## config.mk

```make
export PLATFORM = sky130hd
export DESIGN_NAME = fx_arb
export DESIGN_NICKNAME = d
export VERILOG_FILES = /design/src/rtl/fx_arb.sv
export SDC_FILE = /design/constraint.sdc
export NUM_CORES = 1
export LEC_CHECK = 0
export CAP_MARGIN = 25
export CELL_PAD_IN_SITES_DETAIL_PLACEMENT = 0
export CELL_PAD_IN_SITES_GLOBAL_PLACEMENT = 1
export CORE_MARGIN = 1
export CORE_UTILIZATION = 35
export CTS_CLUSTER_SIZE = 25
export DETAILED_ROUTE_END_ITERATION = 10
export GPL_TIMING_DRIVEN = 0
export PLACE_DENSITY_LB_ADDON = 0.3
export SLEW_MARGIN = 25
export SYNTH_ARGS = -nofsm -noshare
export SYNTH_HDL_FRONTEND = slang
export SYNTH_SLANG_ARGS = --single-unit
```

## constraint.sdc

```tcl
create_clock -name clk_sys -period 2.2 [get_ports clk_sys]
set_input_delay 0.33 -clock clk_sys [delete_from_list [all_inputs] [get_ports clk_sys]]
set_output_delay 0.33 -clock clk_sys [all_outputs]
set_load 0.05 [all_outputs]
```

## src/rtl/fx_arb.sv

```systemverilog
// ---------------------------------------------------------------------------
// fx_arb : two-master arbiter for the fx register bus.
//
// Serialises single-byte read/write requests from master 0 (UART command
// master) and master 1 (SPI/MCU host) onto the single fx master port, and
// returns read data plus a one-cycle completion acknowledge to the owner.
//
// Build option:
//   FX_ARB_RR_EN  defined   -> round-robin arbitration (pointer toggles after
//                              every completed transaction, reset favours m0)
//                 undefined -> fixed priority, m0 always wins ties
//
// Parameter:
//   RD_LAT   cycles from the fx_rd pulse to the cycle in which fx_q is valid
//            (legal range 1..7)
//
// Ports:
//   clk_sys, rst_n                     clock, async active-low reset
//   mX_req/mX_we/mX_addr/mX_wdata      master X request (X = 0, 1)
//   mX_ack/mX_rdata                    master X completion / read data
//   fx_wr/fx_waddr/fx_data             fx bus write strobe, address, data
//   fx_rd/fx_raddr/fx_q                fx bus read strobe, address, data
//   busy                               high whenever the FSM is not IDLE
//
// All outputs are registers; they are computed from the next state so that
// strobes appear in the cycle the FSM occupies the matching state.
// ---------------------------------------------------------------------------
module fx_arb #(
  parameter int unsigned RD_LAT = 2
) (
  input  logic        clk_sys,
  input  logic        rst_n,
  input  logic        m0_req,
  input  logic        m0_we,
  input  logic [21:0] m0_addr,
  input  logic [7:0]  m0_wdata,
  output logic        m0_ack,
  output logic [7:0]  m0_rdata,
  input  logic        m1_req,
  input  logic        m1_we,
  input  logic [21:0] m1_addr,
  input  logic [7:0]  m1_wdata,
  output logic        m1_ack,
  output logic [7:0]  m1_rdata,
  output logic        fx_wr,
  output logic [21:0] fx_waddr,
  output logic [7:0]  fx_data,
  output logic        fx_rd,
  output logic [21:0] fx_raddr,
  input  logic [7:0]  fx_q,
  output logic        busy
);

  typedef enum logic [1:0] {
    IDLE  = 2'd0,
    ISSUE = 2'd1,
    WAIT  = 2'd2,
    DONE  = 2'd3
  } state_t;

  localparam logic [2:0] LAT_M1 = 3'(RD_LAT - 1);

  state_t      state_r, state_nxt;
  logic        owner_r, owner_nxt;
  logic        we_r, we_nxt;
  logic [21:0] addr_r, addr_nxt;
  logic [7:0]  wdata_r, wdata_nxt;
  logic [2:0]  cnt_r, cnt_nxt;
  logic        capture_s;
  logic        win_s;

  logic        fx_wr_r, fx_wr_nxt;
  logic [21:0] fx_waddr_r, fx_waddr_nxt;
  logic [7:0]  fx_data_r, fx_data_nxt;
  logic        fx_rd_r, fx_rd_nxt;
  logic [21:0] fx_raddr_r, fx_raddr_nxt;
  logic        m0_ack_r, m0_ack_nxt;
  logic        m1_ack_r, m1_ack_nxt;
  logic        busy_r, busy_nxt;
  logic [7:0]  m0_rdata_r;
  logic [7:0]  m1_rdata_r;

`ifdef FX_ARB_RR_EN
  // 0 favours m0, 1 favours m1
  logic        ptr_r;

  // Round-robin pointer: flips after every completed transaction
  always_ff @(posedge clk_sys or negedge rst_n) begin
    if (!rst_n) begin
      ptr_r <= 1'b0;
    end else if (state_r == DONE) begin
      ptr_r <= ~ptr_r;
    end else begin
      ptr_r <= ptr_r;
    end
  end

  // Winner select: a lone requester wins, a tie goes to the favoured master
  always_comb begin
    win_s = m1_req && (!m0_req || ptr_r);
  end
`else
  // Winner select: m1 wins only when m0 is not requesting
  always_comb begin
    win_s = m1_req && !m0_req;
  end
`endif

  // Next-state, transaction latch and read-capture decode
  always_comb begin
    state_nxt = state_r;
    owner_nxt = owner_r;
    we_nxt    = we_r;
    addr_nxt  = addr_r;
    wdata_nxt = wdata_r;
    cnt_nxt   = cnt_r;
    capture_s = 1'b0;
    case (state_r)
      IDLE: begin
        if (m0_req || m1_req) begin
          owner_nxt = win_s;
          we_nxt    = win_s ? m1_we    : m0_we;
          addr_nxt  = win_s ? m1_addr  : m0_addr;
          wdata_nxt = win_s ? m1_wdata : m0_wdata;
          state_nxt = ISSUE;
        end else begin
          state_nxt = IDLE;
        end
      end
      ISSUE: begin
        if (we_r) begin
          state_nxt = DONE;
        end else begin
          cnt_nxt   = LAT_M1;
          state_nxt = WAIT;
        end
      end
      WAIT: begin
        // fx_q is valid in the cycle where the countdown reaches zero
        if (cnt_r == 3'd0) begin
          capture_s = 1'b1;
          state_nxt = DONE;
        end else begin
          cnt_nxt = cnt_r - 3'd1;
        end
      end
      DONE: begin
        state_nxt = IDLE;
      end
      default: begin
        state_nxt = IDLE;
      end
    endcase
  end

  // Output decode from the state about to be entered, so strobes are registered
  always_comb begin
    fx_wr_nxt    = 1'b0;
    fx_waddr_nxt = 22'd0;
    fx_data_nxt  = 8'd0;
    fx_rd_nxt    = 1'b0;
    fx_raddr_nxt = 22'd0;
    m0_ack_nxt   = 1'b0;
    m1_ack_nxt   = 1'b0;
    busy_nxt     = (state_nxt != IDLE);
    if ((state_nxt == ISSUE) && we_nxt) begin
      fx_wr_nxt    = 1'b1;
      fx_waddr_nxt = addr_nxt;
      fx_data_nxt  = wdata_nxt;
    end else begin
      fx_wr_nxt    = 1'b0;
    end
    // read address is held from the strobe through the capture cycle
    if (!we_nxt && ((state_nxt == ISSUE) || (state_nxt == WAIT))) begin
      fx_raddr_nxt = addr_nxt;
      fx_rd_nxt    = (state_nxt == ISSUE);
    end else begin
      fx_raddr_nxt = 22'd0;
    end
    if (state_nxt == DONE) begin
      m0_ack_nxt = !owner_nxt;
      m1_ack_nxt = owner_nxt;
    end else begin
      m0_ack_nxt = 1'b0;
      m1_ack_nxt = 1'b0;
    end
  end

  // State, transaction latch and registered outputs
  always_ff @(posedge clk_sys or negedge rst_n) begin
    if (!rst_n) begin
      state_r    <= IDLE;
      owner_r    <= 1'b0;
      we_r       <= 1'b0;
      addr_r     <= 22'd0;
      wdata_r    <= 8'd0;
      cnt_r      <= 3'd0;
      fx_wr_r    <= 1'b0;
      fx_waddr_r <= 22'd0;
      fx_data_r  <= 8'd0;
      fx_rd_r    <= 1'b0;
      fx_raddr_r <= 22'd0;
      m0_ack_r   <= 1'b0;
      m1_ack_r   <= 1'b0;
      busy_r     <= 1'b0;
    end else begin
      state_r    <= state_nxt;
      owner_r    <= owner_nxt;
      we_r       <= we_nxt;
      addr_r     <= addr_nxt;
      wdata_r    <= wdata_nxt;
      cnt_r      <= cnt_nxt;
      fx_wr_r    <= fx_wr_nxt;
      fx_waddr_r <= fx_waddr_nxt;
      fx_data_r  <= fx_data_nxt;
      fx_rd_r    <= fx_rd_nxt;
      fx_raddr_r <= fx_raddr_nxt;
      m0_ack_r   <= m0_ack_nxt;
      m1_ack_r   <= m1_ack_nxt;
      busy_r     <= busy_nxt;
    end
  end

  // Read data capture into the owner's register; the other is left untouched
  always_ff @(posedge clk_sys or negedge rst_n) begin
    if (!rst_n) begin
      m0_rdata_r <= 8'd0;
      m1_rdata_r <= 8'd0;
    end else if (capture_s) begin
      if (owner_r) begin
        m1_rdata_r <= fx_q;
      end else begin
        m0_rdata_r <= fx_q;
      end
    end else begin
      m0_rdata_r <= m0_rdata_r;
      m1_rdata_r <= m1_rdata_r;
    end
  end

  assign fx_wr    = fx_wr_r;
  assign fx_waddr = fx_waddr_r;
  assign fx_data  = fx_data_r;
  assign fx_rd    = fx_rd_r;
  assign fx_raddr = fx_raddr_r;
  assign m0_ack   = m0_ack_r;
  assign m1_ack   = m1_ack_r;
  assign m0_rdata = m0_rdata_r;
  assign m1_rdata = m1_rdata_r;
  assign busy     = busy_r;

endmodule

```

==> impl_metrics.yaml, run 1 <==
route:
  avgRoutedWirePerCell_um: 16.4
  drc: 0
  drtPass1Iterations: 4
  drtIter0Drc: 141
  antenna_left: 0
  drt-total-wl_um: 12100
  viasPerCell: 4.84
  vias: 3570
logic_synthesis:
  syn_area_per_cell_um2: 11.2
  synth_area_leaders: "dfrtp_1, nand2b_1, a221oi_1"
  ys_top_cells_by_count: "dfrtp_1, nor2_1, inv_1"
  synth_top_area_share_pct: 61.1
  yosys.area.top_type: "dfrtp_1"
  syn-num-nets: 485
  async_reset_ff_share_pct: 100
  synth_most_common_cell: "dfrtp_1"
  synth_flop_cell: "dfrtp_1"
  synth.distinct_cells: 29
  synth-edff-count: 0
  synth_seq_cells: 110
  yosysWarnings: 0
  syn_inst: 402
  syn-cell-area_mm2: 0.00451
  synth_seq_area_share_pct: 61.1
sta:
  period_needed_ns: 2.05
  period_share_pct: 93.4
  finalWorstSetupSlack_ns: 0.145
  skew_ns: 0.00802
  finalHoldViolCount: 0
  slew_viol_final: 0
  max_freq_mhz: 487
  slew-limit-headroom_pct: 59.1
  tightest_slew_ns: 0.613
  setup_viol: 0
  finalSetupTns_ns: 0
final_layout:
  antenna_cells: 0
  nets: 644
  layout-drive-gt1-share_pct: 11.0
  synthToLayoutAreaGrowth_pct: 45.6
grt:
  grt_first_pass_wirelength_um: 18800
  first_global_vias: 3656
  grt_max_degree: 59
  antenna_found_initial: 0
  grt-ovfl-total: 0
  grt_usage_pct: 18.9
setup_path:
  path_max_fanout: 10
  critPathRequiredTime_ns: 2.49
  end_kind: "flop"
  reg2reg_to: "fx_raddr[7]$_DFF_PN0_"
  cp-start-kind: "flop"
  worstPathArrival_ns: 2.34
  regToRegSetupSlack_ns: 0.15
  crit_type: "reg -> reg"
  r2r_start: "cnt_r[1]$_DFFE_PN0P_"
  reg2regPathDepth: 9
placement:
  hpwl_um: 8700
  io_buffers: 145
  pre_cts_ws_ns: -0.477
  gp_congestion: 0.782
cts:
  root_buffer: "clkbuf_16"
  htree_levels: 3
  clock_path_buffers: 2
  clock_latency_ns: 0.35
  cts_buffers: 9
  cts_tree: "built"
  clock_sink_count: 110
  clkTransAtPathRegs_ns: 0.08
die:
  row_count: 41
  io_pins: 147
  fp.dieH_um: 115
  initial_utilization_pct: 35.8
  core_mm2: 0.0126
  fp.dieW_um: 115
  dieArea_mm2: 0.0133
power:
  power_density_mw_per_mm2: 1610
  p_leak_uw: 0.00294
  ir_worst_vdd_mv: 0.871
outcome:
  outcome: "finished, final reports clean"
hold_path:
  hp-class: "in -> async"
job:
  max-cap-violations: 0
==> registers in the layout (all words and copies together) (netlist names), 2 cells and up <==
| name | cells |
|---|---|
| state_r | 2 |
| m0_rdata | 8 |
| fx_data | 8 |
| cnt_r | 3 |
| m1_rdata | 8 |
| wdata_r | 8 |
| addr_r | 22 |
| fx_waddr | 22 |
| fx_raddr | 22 |
==> layer usage <==
| layer | track usage (%) | wire, um |
|---|---|---|
| met5 | 0 | 0 |
| met4 | 7.01 | 194 |
| met3 | 5.65 | 935 |
| met2 | 32.2 | 5930 |
| met1 | 22.6 | 5040 |
==> worst max path at each step <==
stage / startpoint / end / slack (ns) / cells past startpoint
6_report: cnt_r[1]$_DFFE_PN0P_ / fx_raddr[7]$_DFF_PN0_ / 0.15 / 9
3_3_place_gp: rst_n / fx_raddr[4]$_DFF_PN0_ / -3.39 / 1
5_1_grt: cnt_r[1]$_DFFE_PN0P_ / fx_waddr[10]$_DFF_PN0_ / -0.0002 / 9
2_1_floorplan: cnt_r[0]$_DFFE_PN0P_ / fx_waddr[14]$_DFF_PN0_ / 0.25 / 9
3_5_place_dp: m0_req / fx_waddr[14]$_DFF_PN0_ / -0.48 / 8
4_1_cts: cnt_r[0]$_DFFE_PN0P_ / fx_waddr[17]$_DFF_PN0_ / 0.006 / 9
==> critical path, cell delays in order (launching register included) <==
cell and delay (ns):
dfrtp_1 0.38, inv_1 0.10, ha_2 0.21, nor2b_4 0.16, o21ai_0 0.11, a22oi_2 0.25
ha_4 0.23, a21o_2 0.25, buf_4 0.20, nor2_1 0.10
==> metrics by stage <==
step | total power [uW] | util (%) | area, um^2 | std cells | hold slack (ns)
global route | 11200 | 52.2 | 6560 | 738 | 0.526
detailed placement | 8790 | 49.3 | 6200 | 720 | 0.321
global placement | 8670 | 49.1 | 6170 | 719 | 0.485
finish | 10500 | 52.2 | 6560 | 738 | 0.502
floorplan | 6910 | - | 4510 | 402 | 0.0344
CTS | 10500 | 52.0 | 6540 | 738 | 0.509
==> cell type report <==
| class | instances | area, um^2 |
|---|---|---|
| fillers | 1141 | 6010 |
| flip-flops and latches | 110 | 2750 |
| multi-input cells | 232 | 1500 |
| repair buffers | 148 | 1500 |
| clock buffers | 10 | 239 |
| well taps | 172 | 215 |
| plain buffers | 26 | 156 |
| inverters | 34 | 128 |
| clock inverters | 6 | 66.3 |
==> power by group <==
group	internal, uW	switching [uW]
combinational	2020	3600
clock	923	754
sequential	2860	363
==> kinds of logic after synthesis <==
kind of cell	count (synthesis)	synth area share, %
and+or+nand+nor	133	14.8
muxes	16	4.00
DFF	110	61.1
adders and majority gates	9	2.50
buffers and inverters	60	6.16
AOI/OAI and AO/OA	74	11.4
==> placed cells by master (no fill, tap or decap), types with 2 or more instances in the layout <==
cell	n
inv_6	3
clkbuf_1	9
clkbuf_16	9
a21oi_1	32
and2_1	2
nand3_1	33
a22o_1	2
nand2b_1	31
dfrtp_1	110
and3_1	7
o21ai_0	4
nand2_1	3
buf_4	6
buf_6	5
buf_2	8
nor2_1	50
a221o_1	8
ha_1	7
nor2b_1	2
inv_1	33
a221oi_1	22
mux2_2	16
clkinv_2	2
clkdlybuf4s50_1	144
==> repair_timing <==
action | CTS | global route
setup buffers | 1 | 0
pin swaps | 1 | 1
hold buffers | 1 | 0
resized for setup | 4 | 7
endpoints found under the hold margin | 52 | 0
setup endpoints to repair | 44 | 40
Note: power is estimated with default switching activity, not from simulation.
==> run 2, diff against run 1 <==
--- a/config.mk
+++ b/config.mk
@@ -6,10 +6,8 @@
 export NUM_CORES = 1
 export LEC_CHECK = 0
 export CAP_MARGIN = 25
-export CELL_PAD_IN_SITES_DETAIL_PLACEMENT = 0
-export CELL_PAD_IN_SITES_GLOBAL_PLACEMENT = 1
 export CORE_MARGIN = 1
-export CORE_UTILIZATION = 35
+export CORE_UTILIZATION = 45
 export CTS_CLUSTER_SIZE = 25
 export DETAILED_ROUTE_END_ITERATION = 10
 export GPL_TIMING_DRIVEN = 0
==> run 2 against run 1 <==
Cell count is 5.0% lower. First-iteration DRC count fell by 7.8%. Non-clock buffer count is 2 higher. Setup slack worse by 0.042 ns. Via count is 0.17% higher. Hold slack worse by 0.035 ns. Register-to-register slack got worse by 0.04 ns. Utilization is 14 points higher. Design area decreased by 1.6%. Die area shrank 22%. Total power fell by 2.3%. Combinational power up 3%. Critical path type unchanged. Critical endpoint is now fx_raddr[10]$_DFF_PN0_. Highest routed layer unchanged.
==> impl_metrics.yaml, run 2 (synthesis results as in run 1) <==
outcome:
  outcome: "finished, final reports clean"
setup_path:
  cp_cell_sequence: "inv_1 > ha_4 > nor2b_4 > o21ai_0 > a22oi_2 > ha_4 > a21o_4 > buf_4 > nor2_1"
  critPathRequiredTime_ns: 2.49
  crit_type: "reg -> reg"
  max_stage_delay_ns: 0.40
  regToRegSetupSlack_ns: 0.10
  startpoint: "cnt_r[1]$_DFFE_PN0P_"
  reg2regPathDepth: 9
  cp_slowest_cell: "dfrtp_1"
  r2r_start: "cnt_r[1]$_DFFE_PN0P_"
  cp_common_cell: "ha_4"
  end_kind: "flop"
  cp-start-kind: "flop"
  reg2reg_to: "fx_raddr[10]$_DFF_PN0_"
  worstPathArrival_ns: 2.39
  path_max_fanout: 10
die:
  fp.dieW_um: 102
  initial_utilization_pct: 46.3
  dieArea_mm2: 0.0104
  core_mm2: 0.00973
  fp.dieH_um: 102
  io_pins: 147
  row_count: 36
power:
  switchingPower_uw: 4740
  p_int_uw: 5550
  power_density_mw_per_mm2: 1590
  p_comb_share_pct: 56.4
  p_leak_uw: 0.00290
  ir_worst_vdd_mv: 0.934
  p_clk_share_pct: 12.2
  swShare_pct: 46.1
  power_uw: 10300
  share_seq_of_total_power_pct: 31.4
final_layout:
  multi_input_area_mm2: 0.00152
  regArea_mm2: 0.00275
  mostFrequentLayoutCells: "clkdlybuf4s50_1, dfrtp_1, nor2_1, inv_1, nand3_1"
  nets: 646
  synthToLayoutAreaGrowth_pct: 43.2
  layout_commonest_cell: "clkdlybuf4s50_1"
  antenna_cells: 0
  layout-drive-gt1-share_pct: 11.3
  fillers: 781
sta:
  slew-limit-headroom_pct: 60.4
  finalHoldViolCount: 0
  period_needed_ns: 2.10
  rsz0062_at_grt: "no"
  max_freq_mhz: 477
  skew_ns: 0.00951
  tightest_slew_ns: 0.594
  slew_viol_final: 0
  finalSetupTns_ns: 0
  setup_viol: 0
  period_share_pct: 95.3
cts:
  clock_path_buffers: 2
  clkTransAtPathRegs_ns: 0.11
  clock_latency_ns: 0.36
  cts_buffers: 9
  root_buffer: "clkbuf_8"
  cts_tree: "built"
  clock_sink_count: 110
  htree_levels: 3
route:
  drt-total-wl_um: 11700
  drc: 0
  viasPerCell: 5.10
  drtPass1Iterations: 4
  avgRoutedWirePerCell_um: 16.7
  antenna_left: 0
  vias: 3576
  drtIter0Drc: 130
grt:
  grt_usage_pct: 22.9
  grt_first_pass_wirelength_um: 17900
  grt-ovfl-total: 0
  first_global_vias: 3656
  antenna_found_initial: 0
  grt_max_degree: 63
placement:
  hpwl_um: 8340
  io_buffers: 145
  gp_congestion: 0.809
hold_path:
  hp-class: "in -> async"
job:
  max-cap-violations: 0
[run 2: changes by cell type in the layout (fill, tap and decap cells not counted)]
cell / delta
inv_8: +1
clkbuf_1: +1
a21o_4: +1
buf_2: -1
clkbuf_8: +8
clkinv_2: -2
a21o_2: -1
buf_6: +2
ha_4: +1
ha_1: -1
clkbuf_16: -9
buf_4: +1
clkinvlp_4: +1
[run 2: power by group through the flow]
| stage | Sequential (uW) | Combinational, uW | Clock [uW] |
|---|---|---|---|
| 3_5_place_dp | 3270 | 5500 | 0 |
| 4_1_cts | 3230 | 5670 | 1280 |
| 5_1_grt | 3310 | 6200 | 1340 |
| 6_report | 3230 | 5800 | 1250 |
| 3_3_place_gp | 3240 | 5370 | 0 |
| 2_1_floorplan | 4860 | 2050 | 0 |
[run 2: per-layer routing]
metal	global-route usage, %	part of all wire [%]	vias to the layer above
li1	-	-	1690
met1	26.8	41	1742
met2	40.8	51	126
met3	6.09	7.0	18
met4	7.47	1.6	0
met5	0	0	-
[run 2: worst max path at each step]
stage | to | slack (ns) | depth (start not counted)
after floorplan | fx_waddr[14]$_DFF_PN0_ | 0.25 | 9
after global placement | fx_waddr[5]$_DFF_PN0_ | -3.29 | 1
after detailed placement | fx_waddr[18]$_DFF_PN0_ | -0.42 | 8
after CTS | fx_waddr[0]$_DFF_PN0_ | 0.003 | 9
after global routing | fx_raddr[6]$_DFF_PN0_ | 0.02 | 9
final | fx_raddr[10]$_DFF_PN0_ | 0.10 | 9
[run 2: worst max-delay path: cells and delay by family, from the launching register on]
kind / cells / cell delay, ns
DFF: 1 / 0.40
buffers and inverters: 2 / 0.34
AOI/OAI and AO/OA: 3 / 0.62
adders and majority gates: 2 / 0.42
and+or+nand+nor: 2 / 0.26
[run 2: stage by stage]
step | hold WS, ns | cells | setup slack [ns] | util [%] | instance area [um^2]
floorplan | 0.0344 | 402 | 0.252 | - | 4510
global placement | 0.486 | 680 | -3.29 | 62.9 | 6120
detailed placement | 0.304 | 681 | -0.419 | 63.2 | 6150
CTS | 0.468 | 698 | 0.00273 | 65.8 | 6400
global route | 0.507 | 701 | 0.0157 | 66.3 | 6450
finish | 0.467 | 701 | 0.103 | 66.3 | 6450
[run 2: cell type report]
type	instances	area share, %
Buffer	26	2.58
Clock buffer	10	1.98
Clock inverter	6	1.16
Inverter	34	1.98
Multi-Input combinational cell	232	23.6
Sequential cell	110	42.7
Tap cell	133	2.58
Timing Repair Buffer	150	23.4
[run 2: repair_timing]
| action | in CTS | in global routing |
|---|---|---|
| hold buffers | 1 | 0 |
| buffers inserted | 0 | 3 |
| setup endpoints to repair | 47 | 40 |
| pin swaps | 1 | 2 |
| gates resized for setup | 8 | 9 |
| endpoints found under the hold margin | 48 | 0 |
==> run 3, diff against run 2 <==
--- a/config.mk
+++ b/config.mk
@@ -5,9 +5,9 @@
 export SDC_FILE = /design/constraint.sdc
 export NUM_CORES = 1
 export LEC_CHECK = 0
-export CAP_MARGIN = 25
+export CAP_MARGIN = 20
 export CORE_MARGIN = 1
-export CORE_UTILIZATION = 45
+export CORE_UTILIZATION = 46
 export CTS_CLUSTER_SIZE = 25
 export DETAILED_ROUTE_END_ITERATION = 10
 export GPL_TIMING_DRIVEN = 0
==> run 3 against run 2 <==
Combinational power shrank 1%. Clock power is essentially flat. Via count grew 0.81%. Cell count shrank 0.71%. Sequential share of layout area grew 0.19 points.
==> impl_metrics.yaml, run 3 (synthesis results as in run 1) <==
route:
  drc: 0
  drt-total-wl_um: 11800
  avgRoutedWirePerCell_um: 17.0
  drtIter0Drc: 230
  antenna_left: 0
  viasPerCell: 5.18
  drtPass1Iterations: 4
  vias: 3605
cts:
  clkTransAtPathRegs_ns: 0.11
  clock_path_buffers: 2
  cts_buffers: 9
  htree_levels: 3
  clock_latency_ns: 0.37
  root_buffer: "clkbuf_8"
  clock_sink_count: 110
  cts_tree: "built"
sta:
  slew-limit-headroom_pct: 58.4
  skew_ns: 0.0131
  slew_viol_final: 0
  period_share_pct: 91.8
  finalHoldViolCount: 0
  finalWorstSetupSlack_ns: 0.180
  rsz0062_at_grt: "no"
  period_needed_ns: 2.02
  finalSetupTns_ns: 0
  max_freq_mhz: 495
  setup_viol: 0
  tightest_slew_ns: 0.624
grt:
  grt_usage_pct: 24.5
  grt_max_degree: 60
  first_global_vias: 3748
  grt_first_pass_wirelength_um: 18800
  antenna_found_initial: 0
  grt-ovfl-total: 0
power:
  ir_worst_vdd_mv: 0.854
  power_density_mw_per_mm2: 1590
  p_leak_uw: 0.00289
setup_path:
  reg2reg_to: "fx_raddr[20]$_DFF_PN0_"
  cp-start-kind: "flop"
  r2r_start: "cnt_r[0]$_DFFE_PN0P_"
  critical_path_buf_inv_count: 2
  cp_slowest_cell: "dfrtp_1"
  regToRegSetupSlack_ns: 0.18
  critPathRequiredTime_ns: 2.49
  cpLargestDelayFamily: "compound AO/OA/AOI/OAI gates"
  cp_cell_sequence: "inv_2 > ha_2 > nor2b_4 > o21ai_0 > a22oi_2 > ha_4 > a21o_4 > buf_4 > nor2_1"
  path_max_fanout: 10
  crit_type: "reg -> reg"
  worstPathArrival_ns: 2.31
  max_stage_delay_ns: 0.42
  reg2regPathDepth: 9
  end_kind: "flop"
die:
  row_count: 35
  fp.dieW_um: 101
  core_mm2: 0.00937
  dieArea_mm2: 0.0102
  io_pins: 147
  initial_utilization_pct: 48.1
  fp.dieH_um: 101
final_layout:
  layout-drive-gt1-share_pct: 11.1
  layout_commonest_cell: "clkdlybuf4s50_1"
  synthToLayoutAreaGrowth_pct: 42.5
  nets: 645
  stdcell_count: 696
  antenna_cells: 0
  design_area_mm2: 0.00642
  mostFrequentLayoutCells: "clkdlybuf4s50_1, dfrtp_1, nor2_1, inv_1, nand3_1"
placement:
  gp_congestion: 0.799
  hpwl_um: 8470
  pre_cts_ws_ns: -0.498
  dp.cells: 677
  io_buffers: 145
  placed_area_mm2: 0.00615
hold_path:
  hp-class: "in -> async"
outcome:
  outcome: "finished, final reports clean"
job:
  max-cap-violations: 0
==> run 3: cell count changes in the layout (fill, tap and decap cells not counted), sizes merged <==
cell and delta:
buf -1, clkbuf -1, clkinv +1, clkinvlp +1
inv -1
==> run 3: worst max-delay path by stage <==
stage	to	cells after the start	slack (ns)	startpoint
6_report	fx_raddr[20]$_DFF_PN0_	9	0.18	cnt_r[0]$_DFFE_PN0P_
5_1_grt	fx_raddr[16]$_DFF_PN0_	9	0.04	cnt_r[1]$_DFFE_PN0P_
3_5_place_dp	fx_waddr[16]$_DFF_PN0_	8	-0.50	m0_req
4_1_cts	fx_waddr[16]$_DFF_PN0_	9	0.07	cnt_r[0]$_DFFE_PN0P_
2_1_floorplan	fx_waddr[14]$_DFF_PN0_	9	0.25	cnt_r[0]$_DFFE_PN0P_
3_3_place_gp	fx_waddr[5]$_DFF_PN0_	1	-3.25	rst_n
==> run 3: through the flow <==
step / power (uW) / hold slack (ns) / utilization [%]
final: 10200 / 0.465 / 68.5
after global routing: 10800 / 0.490 / 68.5
after CTS: 10200 / 0.476 / 68.2
after detailed placement: 8780 / 0.312 / 65.6
after global placement: 8620 / 0.483 / 65.3
after floorplan: 6910 / 0.0344 / -
==> run 3: area by class of cell <==
cell class	count	area, um^2
clock buffer	9	124
multi-input combinational	232	1520
sequential	110	2750
clock inverter	7	78.8
tap	129	161
inverter	34	128
fill	754	2950
buffer	26	155
timing repair buffer	149	1510
==> run 3: power by group <==
group / internal, uW / switching [uW]
combinational: 2070 / 3650
sequential: 2860 / 372
clock: 541 / 699
total: 5470 / 4720
==> run 3: worst register-to-register path, stage by stage, from the launching register on <==
cell and delay [ns]:
dfrtp_1 0.42, inv_2 0.09, ha_2 0.20, nor2b_4 0.16, o21ai_0 0.10, a22oi_2 0.24, ha_4 0.24, a21o_4 0.21
buf_4 0.19, nor2_1 0.11
==> run 3: routing by layer <==
| metal | up-vias | share of wire (%) | global-route usage (%) |
|---|---|---|---|
| li1 | 1680 | - | - |
| met1 | 1781 | 41 | 30.1 |
| met2 | 131 | 51 | 42.4 |
| met3 | 13 | 6.9 | 5.62 |
| met4 | 0 | 1.6 | 8.36 |
| met5 | - | 0 | 0 |
==> run 3: what timing repair did <==
item / 4_1_cts / 5_1_grt
cloned: 0 / 0
pin swaps: 1 / 1
hold buffers: 1 / 0
setup endpoints to repair: 44 / 40
gates resized for setup: 5 / 8
endpoints found under the hold margin: 51 / 0
buffers inserted: 1 / 1
